**src/rtl/signed_seg_display.sv**
```systemverilog
// signed_seg_display: captures a signed byte and converts its magnitude to three
// BCD digits by sequential double-dabble. Drives a 4-digit multiplexed
// common-anode 7-segment display showing "[-]HTO" with leading zeros blanked.
module signed_seg_display #(
    parameter int REFRESH_BITS = 17
) (
    input  logic       clk,
    input  logic       reset,
    input  logic [7:0] value,
    input  logic       load,
    output logic       busy,
    output logic [6:0] seg,
    output logic [3:0] an,
    output logic       dp
);

    typedef enum logic {
        IDLE,
        CONV
    } state_t;

    localparam logic [6:0] SEG_BLANK = 7'b1111111;
    localparam logic [6:0] SEG_DASH  = 7'b0111111;

    state_t                  state;
    logic [7:0]              mag;
    logic [11:0]             bcd;
    logic [2:0]              iter;
    logic                    neg;
    logic [3:0]              dig_h;
    logic [3:0]              dig_t;
    logic [3:0]              dig_o;
    logic                    neg_disp;
    logic [11:0]             bcd_adj;
    logic [11:0]             bcd_next;
    logic [7:0]              mag_next;
    logic [REFRESH_BITS+1:0] scan_cnt;
    logic [1:0]              sel;
    logic [6:0]              seg_next;

    // Segment pattern for one decimal digit, gfedcba, active-low.
    function automatic logic [6:0] seg7(input logic [3:0] d);
        case (d)
            4'd0:    seg7 = 7'b1000000;
            4'd1:    seg7 = 7'b1111001;
            4'd2:    seg7 = 7'b0100100;
            4'd3:    seg7 = 7'b0110000;
            4'd4:    seg7 = 7'b0011001;
            4'd5:    seg7 = 7'b0010010;
            4'd6:    seg7 = 7'b0000010;
            4'd7:    seg7 = 7'b1111000;
            4'd8:    seg7 = 7'b0000000;
            4'd9:    seg7 = 7'b0010000;
            default: seg7 = SEG_BLANK;
        endcase
    endfunction

    // One double-dabble step: add 3 to any nibble >= 5, then shift {bcd,mag} left.
    always_comb begin
        // NOTE: every combinationally assigned signal gets a default first so no latch is inferred.
        bcd_adj = bcd;
        for (int i = 0; i < 3; i++) begin
            if (bcd[4*i +: 4] >= 4'd5) begin
                bcd_adj[4*i +: 4] = bcd[4*i +: 4] + 4'd3;
            end
        end
        {bcd_next, mag_next} = {bcd_adj[10:0], mag, 1'b0};
    end

    // Conversion FSM: capture on load, eight shift cycles, then commit digits atomically.
    always_ff @(posedge clk or posedge reset) begin
        // NOTE: state registers use non-blocking assignments so every flop samples pre-edge values.
        if (reset) begin
            state    <= IDLE;
            busy     <= 1'b0;
            mag      <= '0;
            bcd      <= '0;
            iter     <= '0;
            neg      <= 1'b0;
            dig_h    <= '0;
            dig_t    <= '0;
            dig_o    <= '0;
            neg_disp <= 1'b0;
        end else begin
            case (state)
                IDLE: begin
                    if (load) begin
                        neg   <= value[7];
                        mag   <= value[7] ? (~value + 8'd1) : value;
                        bcd   <= '0;
                        iter  <= '0;
                        busy  <= 1'b1;
                        state <= CONV;
                    end
                end
                CONV: begin
                    bcd  <= bcd_next;
                    mag  <= mag_next;
                    iter <= iter + 3'd1;
                    if (iter == 3'd7) begin
                        dig_h    <= bcd_next[11:8];
                        dig_t    <= bcd_next[7:4];
                        dig_o    <= bcd_next[3:0];
                        neg_disp <= neg;
                        busy     <= 1'b0;
                        state    <= IDLE;
                    end
                end
                default: state <= IDLE;
            endcase
        end
    end

    // Free-running refresh counter; its top two bits select the active digit.
    always_ff @(posedge clk or posedge reset) begin
        if (reset) begin
            scan_cnt <= '0;
        end else begin
            scan_cnt <= scan_cnt + 1'b1;
        end
    end

    assign sel = scan_cnt[REFRESH_BITS+1:REFRESH_BITS];

    // Pick the segment pattern for the selected digit, applying leading-zero blanking.
    always_comb begin
        seg_next = SEG_BLANK;
        case (sel)
            2'd0: seg_next = seg7(dig_o);
            2'd1: seg_next = (dig_h == 4'd0 && dig_t == 4'd0) ? SEG_BLANK : seg7(dig_t);
            2'd2: seg_next = (dig_h == 4'd0) ? SEG_BLANK : seg7(dig_h);
            2'd3: seg_next = neg_disp ? SEG_DASH : SEG_BLANK;
            default: seg_next = SEG_BLANK;
        endcase
    end

    // Register pin outputs so cathodes and anodes switch together, glitch-free.
    always_ff @(posedge clk or posedge reset) begin
        if (reset) begin
            seg <= SEG_BLANK;
            an  <= 4'b1111;
        end else begin
            seg <= seg_next;
            an  <= ~(4'b0001 << sel);
        end
    end

    assign dp = 1'b1;

endmodule
```
**config.mk**
```make
export PLATFORM = sky130hd
export DESIGN_NAME = signed_seg_display
export DESIGN_NICKNAME = d
export VERILOG_FILES = /design/src/rtl/signed_seg_display.sv
export SDC_FILE = /design/constraint.sdc
export NUM_CORES = 1
export LEC_CHECK = 0
export CAP_MARGIN = 5
export CORE_UTILIZATION = 40
export CTS_CLUSTER_DIAMETER = 120
export DETAILED_ROUTE_END_ITERATION = 10
export PLACE_DENSITY = 0.58
export RECOVER_POWER = 100
export SLEW_MARGIN = 20
export SYNTH_ARGS = -nofsm -noshare
export SYNTH_HDL_FRONTEND = slang
export SYNTH_SLANG_ARGS = --single-unit
```
**constraint.sdc**
```tcl
create_clock -name clk -period 3.85 [get_ports clk]
set_input_delay 0.77 -clock clk [delete_from_list [all_inputs] [get_ports clk]]
set_output_delay 0.77 -clock clk [all_outputs]
set_load 0.1 [all_outputs]
```
==> flow_metrics.tcl <==
set metrics [dict create \
    dieHeight_um 100 \
    required_ns 3.08 \
    antenna_cells 0 \
    crit_chain "dlygate4sd3_1" \
    p_clk_frac 0.176 \
    final_antenna_net_count 0 \
    core_mm2 0.00928 \
    end_kind "output pin" \
    finClkSkew_ns 0.0132 \
    crit_path_top_delay_cell "dlygate4sd3_1" \
    hold_viol_final 0 \
    ys_async_sr_fraction 1.00 \
    drc_errors 0 \
    cts.clk_slew.worst_paths_ns 0.09 \
    cts_root_buf "clkbuf_8" \
    critPathBufInv 1 \
    post_cts_resize_count 0 \
    start_util 0.414 \
    crit_cells 1 \
    fin_nets 434 \
    internal_power_uw 1910 \
    switching_share 0.436 \
    grt_overflow 0 \
    drt_iter0_drc 98 \
    ys_ff_latch 69 \
    leakagePower_uw 0.00190 \
    die_area_mm2 0.0100 \
    fillers 914 \
    ys_seq_area_frac 0.453 \
    fin_crit_ns 2.83 \
    drv_slew 70 \
    hold_buffers 0 \
    hold_start "scan_cnt[8]" \
    grt_setup_unrepaired "no" \
    synth.distinct_cells 52 \
    dp_hpwl_um 4640 \
    die_x_um 100 \
    yosys_warnings 0 \
    fmax_ghz 0.354 \
    tns_ns 0 \
    ys.flop_type "dfrtp_1" \
    switchingPower_uw 1480 \
    period_share 0.734 \
    arrival_ns 2.06 \
    power.total_uw 3390 \
    tightest_slew_ns 1.66 \
    critPathTopFamily "buffers and inverters" \
    wl_um 6710 \
    hp-class "flip-flop to flip-flop" \
    seq_power_share 0.357 \
    cpPeakStageDelay_ns 1.19 \
    ir_worst_vdd_mv 0.427 \
    worstSetupPathType "flip-flop to output pin" \
    syn_to_final_growth_pct 12.6 \
    cts_tree "built" \
    first_global_vias 2486 \
    wire_per_inst_um 12.6 \
    num_vias 2665 \
    slew_headroom -0.107 \
    power_density_mw_per_mm2 784 \
    ff2ff_path_depth 6 \
    synth-edff-count 0 \
    min_path_cells 1 \
    syn_inst 381 \
    placed_area_mm2 0.00417 \
    status "finished with violations" \
    maxCapViolCount 1 \
    grt_max_degree 70 \
    cts.htree.levels 3 \
    avgSynthCellArea_um2 10.1 \
    setup_viol 0 \
    final_area_mm2 0.00433 \
    timing.rr.start "dig_h[1]" \
    drive_gt1_frac 0.107 \
    port_buffers 22 \
    failed_checks "capacitance limit, slew limit" \
    clk_path_buf_depth 2 \
    cp-startpoint "an[3]" \
    syn_nets 417 \
    netlist_area_mm2 0.00384 \
    vias_per_cell 5.01 \
    final_util 0.466 \
    dr.pass1.iters 4 \
    numCtsBuffers 9 \
    rows 35 \
    grt_first_pass_wirelength_um 11600 \
    cts_setup_buffers 0 \
    p_comb_frac 0.467 \
    hold_ws_ns 0.474 \
    antenna_found_initial 0 \
    routabilityCongestion 0.778 \
    critPathLaunchType "flip-flop" \
    boundaryPins 24 \
    grtUsageTotal 0.149 \
    cts_sinks 69 \
    clkLatencyLatePin_ns 0.35 \
    path_max_fanout 1 \
]
==> area by class of cell <==
class | instances | area [um^2] | area share
inverters | 24 | 90.1 | 0.0208
flip-flops and latches | 69 | 1740 | 0.402
clock inverters | 7 | 76.3 | 0.0176
repair buffers | 24 | 233 | 0.0538
multi-input cells | 270 | 1900 | 0.440
well taps | 129 | 161 | 0.0373
clock buffers | 9 | 124 | 0.0286
==> logic make-up after synthesis <==
group / synth area share
adder cells (fa/ha/maj): 0.0814
AO/OA/AOI/OAI: 0.133
XOR/XNOR: 0.0547
flip-flops: 0.453
other: 0.000976
multiplexers: 0.0580
AND/OR/NAND/NOR: 0.176
buffers and inverters: 0.0440
==> sequential cells by signal, summed over array words and instances, names as in the netlist, 3 cells and up <==
| name | flops |
|---|---|
| bcd | 12 |
| dig_o | 4 |
| dig_t | 4 |
| iter | 3 |
| dig_h | 4 |
| mag | 8 |
| seg | 7 |
| scan_cnt | 19 |
| an | 4 |
==> cell usage after synthesis (3+ instances only) <==
master    instances  share of area
nand3_1          13          0.017
xnor2_1          18          0.041
inv_1            24          0.023
nand2b_1         18          0.029
o31ai_1           3         0.0059
a22o_1            3         0.0068
o22ai_1           5         0.0081
a21o_1            6          0.012
nor3b_1          16          0.031
dfrtp_1          58           0.38
dfstp_2          11          0.075
a211oi_1          3         0.0059
nand2_1          24          0.023
or2_2             3         0.0049
a21oi_1          29          0.038
o21ai_0          22          0.029
clkbuf_1         10         0.0098
xor2_1            6          0.014
nor2b_1           3         0.0049
mux2_2           10          0.029
ha_1             25          0.081
nor2_1           17          0.017
mux2i_1          11          0.029
nor3_1            5         0.0065
buf_2             6         0.0078
==> metrics by stage <==
step	worst slack (ns)	cells
final	1.02	532
after global routing	0.971	532
after CTS	1.07	532
after detailed placement	1.28	516
after global placement	1.32	516
after floorplan	1.36	381
==> worst paths after layout <==
path,endpoint,slack [ns]
min in group asynchronous,scan_cnt[8],1.44
max in group asynchronous,dig_t[3],1.44
min,scan_cnt[8],0.47
min reg2reg,scan_cnt[8],0.47
max reg2reg,seg[0],1.95
max,an[3],1.02
==> metal layers <==
layer | track usage | vias up | routed length, um
met5 | 0 | - | 0
met4 | 0.0825 | 0 | 145
met3 | 0.0251 | 12 | 183
met2 | 0.227 | 51 | 3060
met1 | 0.202 | 1245 | 3320
li1 | - | 1357 | -
==> layout by cell type, fill, tap and decap left out, types with 3 or more instances in the layout <==
cell type and count:
ha_1 25, nor3b_1 16, xnor2_1 18, xor2_1 6
dfstp_2 11, o31ai_1 3, mux2_2 10, nor2_1 17
a211oi_1 3, nor3_1 5, nand2b_1 18, nand3_1 13
clkdlybuf4s50_1 8, nand2_1 24, nor2b_1 3, or2_2 3
a21o_1 6, inv_1 23, clkinv_4 3, clkbuf_8 9
dfrtp_1 58, a22o_1 3, dlygate4sd3_1 14, o22ai_1 5
mux2i_1 11, o21ai_0 23, a21oi_1 29
==> power by group through the flow <==
stage          sequential [uW]  clock, uW  combinational [uW]
5_1_grt                   1250        646                1760
2_1_floorplan             1430          0                1080
4_1_cts                   1210        618                1620
3_3_place_gp              1220          0                1590
3_5_place_dp              1230          0                1610
6_report                  1210        597                1590
(Power assumes the default switching activity.)
